$ cat src/rtl/dmem_write_buffer.sv
// dmem_write_buffer: write-through store buffer between the data cache and data memory.
// Coalesces same-address stores, snoops loads, and drains one write at a time.
module dmem_write_buffer #(
    parameter int DEPTH  = 4,
    parameter int ADDR_W = 16,
    parameter int DATA_W = 16,
    parameter int CNT_W  = 3
) (
    input  logic              clock,
    input  logic              reset,
    input  logic              st_valid,
    input  logic [ADDR_W-1:0] st_addr,
    input  logic [DATA_W-1:0] st_data,
    output logic              st_ready,
    input  logic [ADDR_W-1:0] ld_addr,
    output logic              ld_hit,
    output logic [DATA_W-1:0] ld_data,
    input  logic              drain_hold,
    output logic              mem_we,
    output logic [ADDR_W-1:0] mem_addr,
    output logic [DATA_W-1:0] mem_wdata,
    input  logic              mem_ack,
    output logic [CNT_W-1:0]  count,
    output logic              empty,
    output logic              full,
    output logic [15:0]       drained_cnt,
    output logic [15:0]       coalesced_cnt
);

    localparam int PTR_W = (DEPTH > 1) ? $clog2(DEPTH) : 1;

    typedef enum logic {
        IDLE  = 1'b0,
        WRITE = 1'b1
    } state_e;

    state_e state_q, state_d;

    logic [DEPTH-1:0]  valid_q, valid_d;
    logic [ADDR_W-1:0] addr_q [DEPTH];
    logic [DATA_W-1:0] data_q [DEPTH];

    logic [PTR_W-1:0]  head_q, head_d;
    logic [PTR_W-1:0]  tail_q, tail_d;
    logic [CNT_W-1:0]  count_q, count_d;

    logic [ADDR_W-1:0] maddr_q, maddr_d;
    logic [DATA_W-1:0] mwdata_q, mwdata_d;
    logic [15:0]       drained_q, drained_d;
    logic [15:0]       coal_q, coal_d;

    logic              push;
    logic              push_new;
    logic              pop;
    logic              co_hit;
    logic [PTR_W-1:0]  co_idx;
    logic              sn_hit;
    logic [PTR_W-1:0]  sn_idx;
    logic [PTR_W-1:0]  scan_idx;

    assign full     = (count_q == CNT_W'(DEPTH));
    assign empty    = (count_q == '0);
    assign st_ready = !full;
    assign count    = count_q;

    assign mem_we        = (state_q == WRITE);
    assign mem_addr      = maddr_q;
    assign mem_wdata     = mwdata_q;
    assign drained_cnt   = drained_q;
    assign coalesced_cnt = coal_q;

    assign push     = st_valid && st_ready;
    assign push_new = push && !co_hit;

    assign ld_hit  = sn_hit;
    assign ld_data = sn_hit ? data_q[sn_idx] : '0;

    // Oldest-to-youngest scan so the last match found is the youngest one.
    // The in-flight head is frozen, so it is no coalescing target in WRITE.
    always_comb begin
        co_hit   = 1'b0;
        co_idx   = '0;
        sn_hit   = 1'b0;
        sn_idx   = '0;
        scan_idx = '0;
        for (int i = 0; i < DEPTH; i++) begin
            scan_idx = head_q + PTR_W'(i);
            if (valid_q[scan_idx]) begin
                if (addr_q[scan_idx] == ld_addr) begin
                    sn_hit = 1'b1;
                    sn_idx = scan_idx;
                end
                if (addr_q[scan_idx] == st_addr &&
                    !(state_q == WRITE && scan_idx == head_q)) begin
                    co_hit = 1'b1;
                    co_idx = scan_idx;
                end
            end
        end
    end

    // Drain FSM next state plus pointer, count and statistics update.
    always_comb begin
        state_d   = state_q;
        head_d    = head_q;
        tail_d    = tail_q;
        valid_d   = valid_q;
        maddr_d   = maddr_q;
        mwdata_d  = mwdata_q;
        drained_d = drained_q;
        coal_d    = coal_q;
        pop       = 1'b0;

        unique case (state_q)
            IDLE: begin
                if (!empty && !drain_hold) begin
                    state_d = WRITE;
                    maddr_d = addr_q[head_q];
                    // A store merging into the head this cycle must not be lost.
                    if (push && co_hit && co_idx == head_q) begin
                        mwdata_d = st_data;
                    end else begin
                        mwdata_d = data_q[head_q];
                    end
                end
            end
            WRITE: begin
                if (mem_ack) begin
                    state_d = IDLE;
                    pop     = 1'b1;
                end
            end
        endcase

        if (pop) begin
            valid_d[head_q] = 1'b0;
            head_d          = head_q + PTR_W'(1);
            drained_d       = drained_q + 16'd1;
        end

        if (push_new) begin
            valid_d[tail_q] = 1'b1;
            tail_d          = tail_q + PTR_W'(1);
        end

        if (push && co_hit) begin
            coal_d = coal_q + 16'd1;
        end

        count_d = count_q
                + {{(CNT_W-1){1'b0}}, push_new}
                - {{(CNT_W-1){1'b0}}, pop};
    end

    // Control state: FSM, pointers, occupancy, memory port and stats.
    always_ff @(posedge clock or posedge reset) begin
        if (reset) begin
            state_q   <= IDLE;
            head_q    <= '0;
            tail_q    <= '0;
            count_q   <= '0;
            valid_q   <= '0;
            maddr_q   <= '0;
            mwdata_q  <= '0;
            drained_q <= '0;
            coal_q    <= '0;
        end else begin
            state_q   <= state_d;
            head_q    <= head_d;
            tail_q    <= tail_d;
            count_q   <= count_d;
            valid_q   <= valid_d;
            maddr_q   <= maddr_d;
            mwdata_q  <= mwdata_d;
            drained_q <= drained_d;
            coal_q    <= coal_d;
        end
    end

    // Entry payload: merge into the matching entry or append at tail.
    always_ff @(posedge clock or posedge reset) begin
        if (reset) begin
            for (int i = 0; i < DEPTH; i++) begin
                addr_q[i] <= '0;
                data_q[i] <= '0;
            end
        end else if (push) begin
            if (co_hit) begin
                data_q[co_idx] <= st_data;
            end else begin
                addr_q[tail_q] <= st_addr;
                data_q[tail_q] <= st_data;
            end
        end
    end

endmodule
$ cat config.mk
export PLATFORM = sky130hd
export DESIGN_NAME = dmem_write_buffer
export DESIGN_NICKNAME = d
export VERILOG_FILES = /design/src/rtl/dmem_write_buffer.sv
export SDC_FILE = /design/constraint.sdc
export NUM_CORES = 1
export LEC_CHECK = 0
export CAP_MARGIN = 25
export CORE_UTILIZATION = 58
export CTS_CLUSTER_DIAMETER = 60
export CTS_CLUSTER_SIZE = 28
export DETAILED_ROUTE_END_ITERATION = 10
export HOLD_SLACK_MARGIN = 0.05
export PLACE_DENSITY = 0.83
export SYNTH_ARGS = -nofsm -noshare
export SYNTH_HDL_FRONTEND = slang
export SYNTH_SLANG_ARGS = --single-unit
$ cat constraint.sdc
create_clock -name clock -period 7.8 [get_ports clock]
set_clock_uncertainty 0.05 [all_clocks]
set_input_delay 1.17 -clock clock [delete_from_list [all_inputs] [get_ports clock]]
set_output_delay 1.17 -clock clock [all_outputs]
set_load 0.01 [all_outputs]
# After elaboration in Yosys (flattened, before gate mapping)
# Cells that the tools add are included.
dict set report totals {
  ff_bits 204
  inputBits 53
  output_inout_bits 88
  word_cells 172
}
dict set report op_classes {
  add_sub_neg 8
  n_lt_le_gt_ge 16
  eq_ne 13
  n_mux 79
  bitwise_logic 12
  reduce_logical 27
}
# cell count
set op_table {}
lappend op_table {{two-way mux 16 bit} 16}
lappend op_table {{binary-select mux 16 bit (select 2 bit)} 6}
lappend op_table {{bitwise mux 64 bit} 3}
lappend op_table {{== test 16 bit} 8}
lappend op_table {{demux 16 bit (select 2 bit)} 2}
lappend op_table {{two-way mux 64 bit} 1}
lappend op_table {{adder 16 x 1 -> 16 bit, second input constant} 2}
lappend op_table {{two-way mux 2 bit} 16}
lappend op_table {{two-way mux 1 bit} 26}
lappend op_table {{greater-or-equal comparator 3 bit, second input constant} 7}
lappend op_table {{NOT 2 -> 3 bit} 7}
lappend op_table {{logical AND 1 bit} 16}
lappend op_table {{< comparator 2 x 3 -> 1 bit, second input constant} 5}
lappend op_table {{binary-select mux 1 bit (select 2 bit)} 4}
lappend op_table {{== test 2 bit} 4}
lappend op_table {{zero test 1 bit} 8}
lappend op_table {{two-way mux 4 bit} 2}
lappend op_table {{< comparator 3 x 1 -> 1 bit, second input constant} 2}
lappend op_table {{adder 2 x 1 -> 2 bit, second input constant} 2}
lappend op_table {{adder 2 bit, second input constant} 2}
lappend op_table {{AND 4 bit} 1}
lappend op_table {{demux 1 bit (select 2 bit)} 2}
lappend op_table {{greater-or-equal comparator 2 x 1 -> 1 bit, second input constant} 2}
lappend op_table {{NOT 4 bit} 1}
lappend op_table {{8 further kinds} 10}

# Longest topological paths before layout
# Gate-level depths: netlist of run 1.
dict set report depth {
  depth_word 21
  mapped_depth 24
  depth_no_buf 17
}

# Worst setup path after synthesis of run 1
# No wires, ideal clock.
dict set report synth_timing {
  path_kind {register to output}
  from {register head_q[1]}
  to {output port ld_data[10]}
  arrival_ns 4.535
  required_time_ns 6.580
  setup_slack_ns 2.045
  stages_incl_launch_ff 20
  path_buffers 8
  path_cell_list {dfrtp_1 buf_2 buf_2 buf_1 inv_2 ha_1 buf_4 buf_4 buf_2 buf_4 mux4_2 xnor2_1 nand2_1 or4_1 nor3_2 mux2i_1 a221oi_4 buf_6 mux2i_1 o22ai_1}
}
dict set report synth_between {
  elab_chain_cells 18
}
# element line
set synth_rtl {}
lappend synth_rtl {{start: declaration} 43} ;# logic [PTR_W-1:0] head_q, head_d;
lappend synth_rtl {{start signal: assignment} 159} ;# head_q <= '0;
lappend synth_rtl {{start signal: assignment} 169} ;# head_q <= head_d;
lappend synth_rtl {{parallel branches: the longest is 17 deep, another holds adder 2 x 1 -> 2 bit} -}
lappend synth_rtl {{two-way mux 16 bit *} 76} ;# assign ld_data = sn_hit ? data_q[sn_idx] : '0;
lappend synth_rtl {{end: declaration} 17} ;# output logic [DATA_W-1:0] ld_data,
# Mark *: on every way between the ends. The select of a mux whose other input is x is not followed.

# Final worst setup path of run 1
dict set report layout_timing {
  from {register head_q[0]}
  to {output port ld_data[11]}
}
# element line
set layout_lines {}
lappend layout_lines {{adder 2 bit *} 87} ;# scan_idx = head_q + PTR_W'(i);
lappend layout_lines {{via scan_idx[0]} 59} ;# logic [PTR_W-1:0] scan_idx;
lappend layout_lines {{NOT 2 -> 3 bit (not written as such)} 89} ;# if (addr_q[scan_idx] == ld_addr) begin
lappend layout_lines {{binary-select mux 16 bit (select 2 bit)} 89}
lappend layout_lines {{two-way mux 16 bit (not written as such) (2 in series)} 89}
lappend layout_lines {{== test 16 bit} 89}
lappend layout_lines {{two-way mux 2 bit} 89}
lappend layout_lines {{two-way mux 2 bit} 88} ;# if (valid_q[scan_idx]) begin
lappend layout_lines {{NOT 2 -> 3 bit (not written as such)} 76}
lappend layout_lines {{binary-select mux 16 bit (select 2 bit)} 76}
lappend layout_lines {{two-way mux 16 bit (not written as such) (2 in series)} 76}
lappend layout_lines {{two-way mux 16 bit *} 76}
# Mark *: on every way through the listed nets, which the timed path passes. The rest lies on a longest branch. The select of a mux whose other input is x is not followed.

==> flow_summary.toml, run 1 <==
[synth]
synth_nets = 1220
async_flop_share_pct = 100.0
avgSynthCellArea_um2 = 11.89
synth_edf_count = 0
netlist_area_mm2 = 0.01372
ys_seq_elements = 204
synthFlopType = "dfrtp_1"
ys_warn_count = 0
seq_area_frac_synth_pct = 37.22
synth_cell_types = 70
synthCells = 1154

[timing]
slew_headroom_pct = 37.53
rsz0062_at_grt = "no"
slew_violations = 0
finalCritPeriodShare_pct = 88.74
fin_crit_ps = 6922
hold_viol = 0
fmax_mhz = 144.5
tns_ps = 0
setup_violations = 0
worst_pin_slew_ps = 937.0

[setup_path]
reg2regPathDepth = 13
critPathLaunchType = "flop"
path_delay_family = "buffers and inverters"
worst_setup_path_end_kind = "output pin"
crit_required_ps = 6580
crit_buf_inv = 5
cp_common_cell = "buf_4"
worstPathMaxFanout = 32
worst-setup-path-type = "reg2out"
cp_cell_sequence = "inv_2 -> ha_2 -> buf_4 -> buf_4 -> mux4_2 -> xnor2_1 -> nand3_1 -> or4_1 -> nor3_2 -> mux2i_1 -> a221oi_4 -> buf_4 -> mux2i_1 -> o22ai_1 -> clkdlybuf4s50_1"
r2r_setup_slack_ps = 2140
cp_num_cells = 15
slowest_stage = "dfrtp_4"
cp.arrival_ps = 5700
critPathMaxStageDelay_ps = 610

[die]
core_mm2 = 0.02292
pin_count = 141
initial_core_util_pct = 59.85
dieHeight_um = 155.8
row_count = 55
die_area_mm2 = 0.02427
die-width_um = 155.8

[clock_network]
clockBufferDepth = 3
clk_latency_ps = 510
cts_root_buf = "clkbuf_16"
cts_buffers = 17
ctsHtreeMaxLevel = 1
cts_tree = "built"
path_clk_slew_ps = 90
post_cts_buffers = 0
post_cts_resized = 0
cts_hold_buffers = 0
clock-sinks = 204

[layout]
antenna_cells = 0
layout.nets = 1312
n_fill_cell = 1696
syn_to_final_growth_pct = 14.97
drive_above_1_share_pct = 23.57
layout_commonest_cell = "dfrtp_1"
multi_input_area_mm2 = 0.008011
mostFrequentLayoutCells = "dfrtp_1, xnor2_1, clkdlybuf4s50_1, nand2_1, mux2_2"
seqCellArea_mm2 = 0.005110

[detailed_routing]
detail_route.wl_per_cell_um = 24.83
dr_total_vias = 10410
drtAntennaViolNets = 0
routed_wl_um = 38960
drt_iter0_drc = 912
via_per_inst = 6.637
first_pass_iters = 5
drc = 0

[grt]
first_global_vias = 10290
overflow = 0
grt_max_degree = 131
antenna_found_initial = 0
track_usage_pct = 33.09
grt_pass1_wl_um = 60870

[status]
outcome = "complete, no violations"

[power]
clockPowerShare_pct = 11.9
comb_power_share_pct = 61.0
leakage_nw = 6.385
pwr-share-seq_pct = 27.1
switching_share_pct = 44.25
ir_drop_mv = 0.2876
intPower_w = 0.004227
p_switching_w = 0.003355
p_total_w = 0.007582
powerDensity_mw_per_mm2 = 480.8

[hold_path]
hold_path.class = "reg2reg"
whs_path_depth = 1

[placed_design]
place_hpwl_um = 28440
place_congestion = 1.025
port_buffers = 140

[job]
maxCapViolations = 0
==> flip-flops by register name, indices dropped and copies added (netlist names), 3 cells and up <==
signal	flops
count	3
coalesced_cnt	16
valid_q	4
mem_addr	16
data_q	64
addr_q	64
mem_wdata	16
drained_cnt	16
==> kinds of logic after synthesis <==
group / after synthesis / share of synthesized area, %
mux: 274 / 29.85
fa+ha+maj: 13 / 1.241
flops: 204 / 37.22
xor+xnor: 157 / 10.03
buf+inv: 108 / 4.424
simple gates: 302 / 11.09
compound gates: 96 / 6.149
==> power by group through the flow <==
| stage | logic (W) | registers [W] | clock network (W) |
|---|---|---|---|
| after floorplan | 0.00342 | 0.00190 | 0 |
| after global placement | 0.00446 | 0.00202 | 0 |
| after detailed placement | 0.00451 | 0.00205 | 0 |
| after CTS | 0.00455 | 0.00204 | 0.000920 |
| after global routing | 0.00488 | 0.00212 | 0.000961 |
| final | 0.00462 | 0.00205 | 0.000905 |
==> path summary, 6_finish.rpt <==
path,from,end
setup / recovery,head_q[0]$_DFFE_PP0P_,ld_data[11]
setup reg to reg,head_q[0]$_DFFE_PP0P_,mem_wdata[13]$_DFFE_PP0P_
hold reg to reg,drained_cnt[15]$_DFFE_PP0P_,drained_cnt[15]$_DFFE_PP0P_
max in group asynchronous,reset,head_q[0]$_DFFE_PP0P_
hold / removal,drained_cnt[15]$_DFFE_PP0P_,drained_cnt[15]$_DFFE_PP0P_
min in group asynchronous,reset,drained_cnt[14]$_DFFE_PP0P_
==> metrics by stage <==
stage               cells  instance area, um2  util, %  hold WS [ps]  setup slack [ps]
detailed placement   1539               15150    66.10         412.7              1443
global placement     1538               15130    66.03         409.2              1503
finish               1569               15770    68.81         428.2             878.4
global route         1569               15770    68.81         449.7             607.4
floorplan            1154               13720        -         437.5              1013
CTS                  1568               15740    68.69         431.4             910.4
==> worst reg2reg max path: cells and delay by family (launching register included) <==
kind,cells,cell delay [ps]
AOI/OAI and AO/OA,3,1350
buffers and inverters,3,760
and+or+nand+nor,4,1180
DFF,1,610
adders and majority gates,1,580
xor gates and xnor gates,1,420
muxes,1,560
==> synthesized netlist by cell type (all sizes together), types with 6 or more instances <==
master	n	area share, %
and4	6	0.38
nor2	24	0.66
mux4	84	14
buf	44	2.7
nor3	15	0.69
o211ai	17	1.3
o21ai	9	0.33
and2	7	0.32
nor4	8	0.36
o2111ai	17	1.1
nand4	47	2.1
xor2	13	0.83
mux2i	52	3.8
nand3	28	1.1
ha	12	1.1
dfrtp	204	37
o22ai	17	0.78
inv	22	0.60
nand2	132	3.6
mux2	138	12
nand2b	6	0.27
clkbuf	42	1.1
xnor2	144	9.2
and3	15	0.68
==> routing by layer <==
| metal | share of wire [%] | vias to the layer above | GRT usage, % | routed length [um] |
|---|---|---|---|---|
| li1 | - | 4479 | - | - |
| met1 | 41 | 5333 | 45.75 | 16100 |
| met2 | 47 | 522 | 52.70 | 18370 |
| met3 | 8.4 | 79 | 6.361 | 3274 |
| met4 | 3.1 | 0 | 10.74 | 1219 |
| met5 | 0 | - | 0 | 0 |
==> final cells by class <==
| cell class | instances | share of cell area (%) |
|---|---|---|
| repair buffers | 159 | 9.966 |
| clock buffers | 18 | 2.722 |
| flip-flops and latches | 204 | 32.40 |
| multi-input cells | 842 | 50.81 |
| inverters | 22 | 0.5713 |
| well taps | 313 | 2.484 |
| clock inverters | 11 | 1.047 |
Note: power is estimated with default switching activity, not from simulation.
==> inputs of run 2 (changes only) <==
--- a/config.mk
+++ b/config.mk
@@ -8,7 +8,6 @@
 export CAP_MARGIN = 25
 export CORE_UTILIZATION = 58
 export CTS_CLUSTER_DIAMETER = 60
-export CTS_CLUSTER_SIZE = 28
 export DETAILED_ROUTE_END_ITERATION = 10
 export HOLD_SLACK_MARGIN = 0.05
 export PLACE_DENSITY = 0.83
==> flow_summary.toml, run 2 (synthesis gave the netlist of run 1 again) <==
[status]
outcome = "complete, no violations"

[clock_network]
clockBufferDepth = 3
clock-sinks = 204
clk_latency_ps = 520
post_cts_buffers = 0
ctsHtreeMaxLevel = 1
cts_buffers = 23
path_clk_slew_ps = 60
cts_tree = "built"
post_cts_resized = 0
cts_hold_buffers = 0
cts_root_buf = "clkbuf_16"

[layout]
layout.nets = 1317
reg_top3 = "addr_q: 64 flops, data_q: 64 flops"
postLayoutCoreUtil_pct = 69.46
antenna_cells = 0
n_fill_cell = 1667
mostFrequentLayoutCells = "dfrtp_1, xnor2_1, clkdlybuf4s50_1, nand2_1, mux2_2"
drive_above_1_share_pct = 24.15
syn_to_final_growth_pct = 16.06
layout_commonest_cell = "dfrtp_1"
stdcell_area_mm2 = 0.01592

[timing]
setup_violations = 0
slew_violations = 0
finalCritPeriodShare_pct = 89.24
fin_crit_ps = 6961
worst_pin_slew_ps = 1079
tns_ps = 0
finalWorstSetupSlack_ps = 839.0
hold_viol = 0
rsz0062_at_grt = "no"
slew_headroom_pct = 28.08
fmax_mhz = 143.7

[detailed_routing]
via_per_inst = 6.578
drc = 0
drtAntennaViolNets = 0
first_pass_iters = 6
detail_route.wl_per_cell_um = 24.83
drt_iter0_drc = 1065
routed_wl_um = 39240
dr_total_vias = 10390

[power]
powerDensity_mw_per_mm2 = 487.9
switching_share_pct = 42.90
leakage_nw = 6.468
comb_power_share_pct = 59.5
clockPowerShare_pct = 13.9
intPower_w = 0.004435
pwr-share-seq_pct = 26.6
ir_drop_mv = 0.3229
p_total_w = 0.007767
p_switching_w = 0.003332

[grt]
overflow = 0
grt_pass1_wl_um = 61270
antenna_found_initial = 0
first_global_vias = 10330
grt_max_degree = 131
track_usage_pct = 33.24

[die]
pin_count = 141
dieHeight_um = 155.8
core_mm2 = 0.02292
initial_core_util_pct = 59.85
die_area_mm2 = 0.02427
die-width_um = 155.8
row_count = 55

[hold_path]
hold_path.class = "reg2reg"

[setup_path]
worst_setup_path_end_kind = "output pin"
critPathLaunchType = "flop"
crit_required_ps = 6580
cp.arrival_ps = 5740
worst-setup-path-type = "reg2out"
worstPathMaxFanout = 32

[placed_design]
place_congestion = 1.025
port_buffers = 140
place_hpwl_um = 28440
place_area_mm2 = 0.01515
post-place-ws_ps = 1443

[job]
maxCapViolations = 0
## run 2: cell types whose count changed in the layout (fill, tap and decap cells not counted), sizes merged
cell,change
clkbuf,+15
inv,-4
clkinv,-2
clkinvlp,+2
buf,-1
bufinv,+1
## run 2: routing by layer
| metal | vias up | track usage [%] | part of all wire [%] |
|---|---|---|---|
| li1 | 4471 | - | - |
| met1 | 5306 | 46.32 | 41 |
| met2 | 535 | 53.19 | 47 |
| met3 | 81 | 5.667 | 8.7 |
| met4 | 0 | 10.50 | 3.2 |
| met5 | - | 0 | 0 |
## run 2: final timing paths
check                                             start                           to  slack (ps)  cells past startpoint
worst max-delay path              head_q[0]$_DFFE_PP0P_                  ld_data[11]         840                     14
worst min-delay path            mem_addr[7]$_DFFE_PP0P_      mem_addr[7]$_DFFE_PP0P_         420                      2
worst max register to register    head_q[0]$_DFFE_PP0P_    mem_wdata[14]$_DFFE_PP0P_        2110                     13
worst min register to register  mem_addr[7]$_DFFE_PP0P_      mem_addr[7]$_DFFE_PP0P_         420                      2
max in group asynchronous                         reset        head_q[0]$_DFFE_PP0P_        4940                      3
min in group asynchronous                         reset  drained_cnt[15]$_DFFE_PP0P_        1210                      2
## run 2: final cells by class
| type | instances | area [um2] | area share (%) |
|---|---|---|---|
| multi-input combinational | 842 | 8011 | 50.33 |
| sequential | 204 | 5110 | 32.10 |
| timing repair buffer | 158 | 1544 | 9.700 |
| clock buffer | 33 | 693.2 | 4.355 |
| tap | 313 | 391.6 | 2.460 |
| inverter | 22 | 90.09 | 0.5659 |
| clock inverter | 8 | 77.57 | 0.4873 |
## run 2: worst max-delay path, cell delays in order (launching register included)
cell and delay (ps):
dfrtp_4 610, inv_2 200, ha_2 590, buf_4 330
mux4_2 590, xnor2_1 280, nand4_1 150, nor4_1 280
nand4_1 190, nor2b_1 210, a221oi_4 240, buf_4 510
mux2i_1 170, o22ai_1 220, clkdlybuf4s50_1 600
## run 2: metrics by stage
| stage | std cells | hold WS [ps] |
|---|---|---|
| floorplan | 1154 | 437.5 |
| global placement | 1538 | 409.2 |
| detailed placement | 1539 | 412.7 |
| CTS | 1580 | 428.0 |
| global route | 1580 | 442.9 |
| finish | 1580 | 423.0 |
## run 2: power groups by stage
stage	clock network [W]	registers [W]	logic, W
detailed placement	0	0.00205	0.00451
finish	0.00108	0.00207	0.00462
floorplan	0	0.00190	0.00342
global route	0.00115	0.00213	0.00487
global placement	0	0.00202	0.00446
CTS	0.00109	0.00205	0.00455
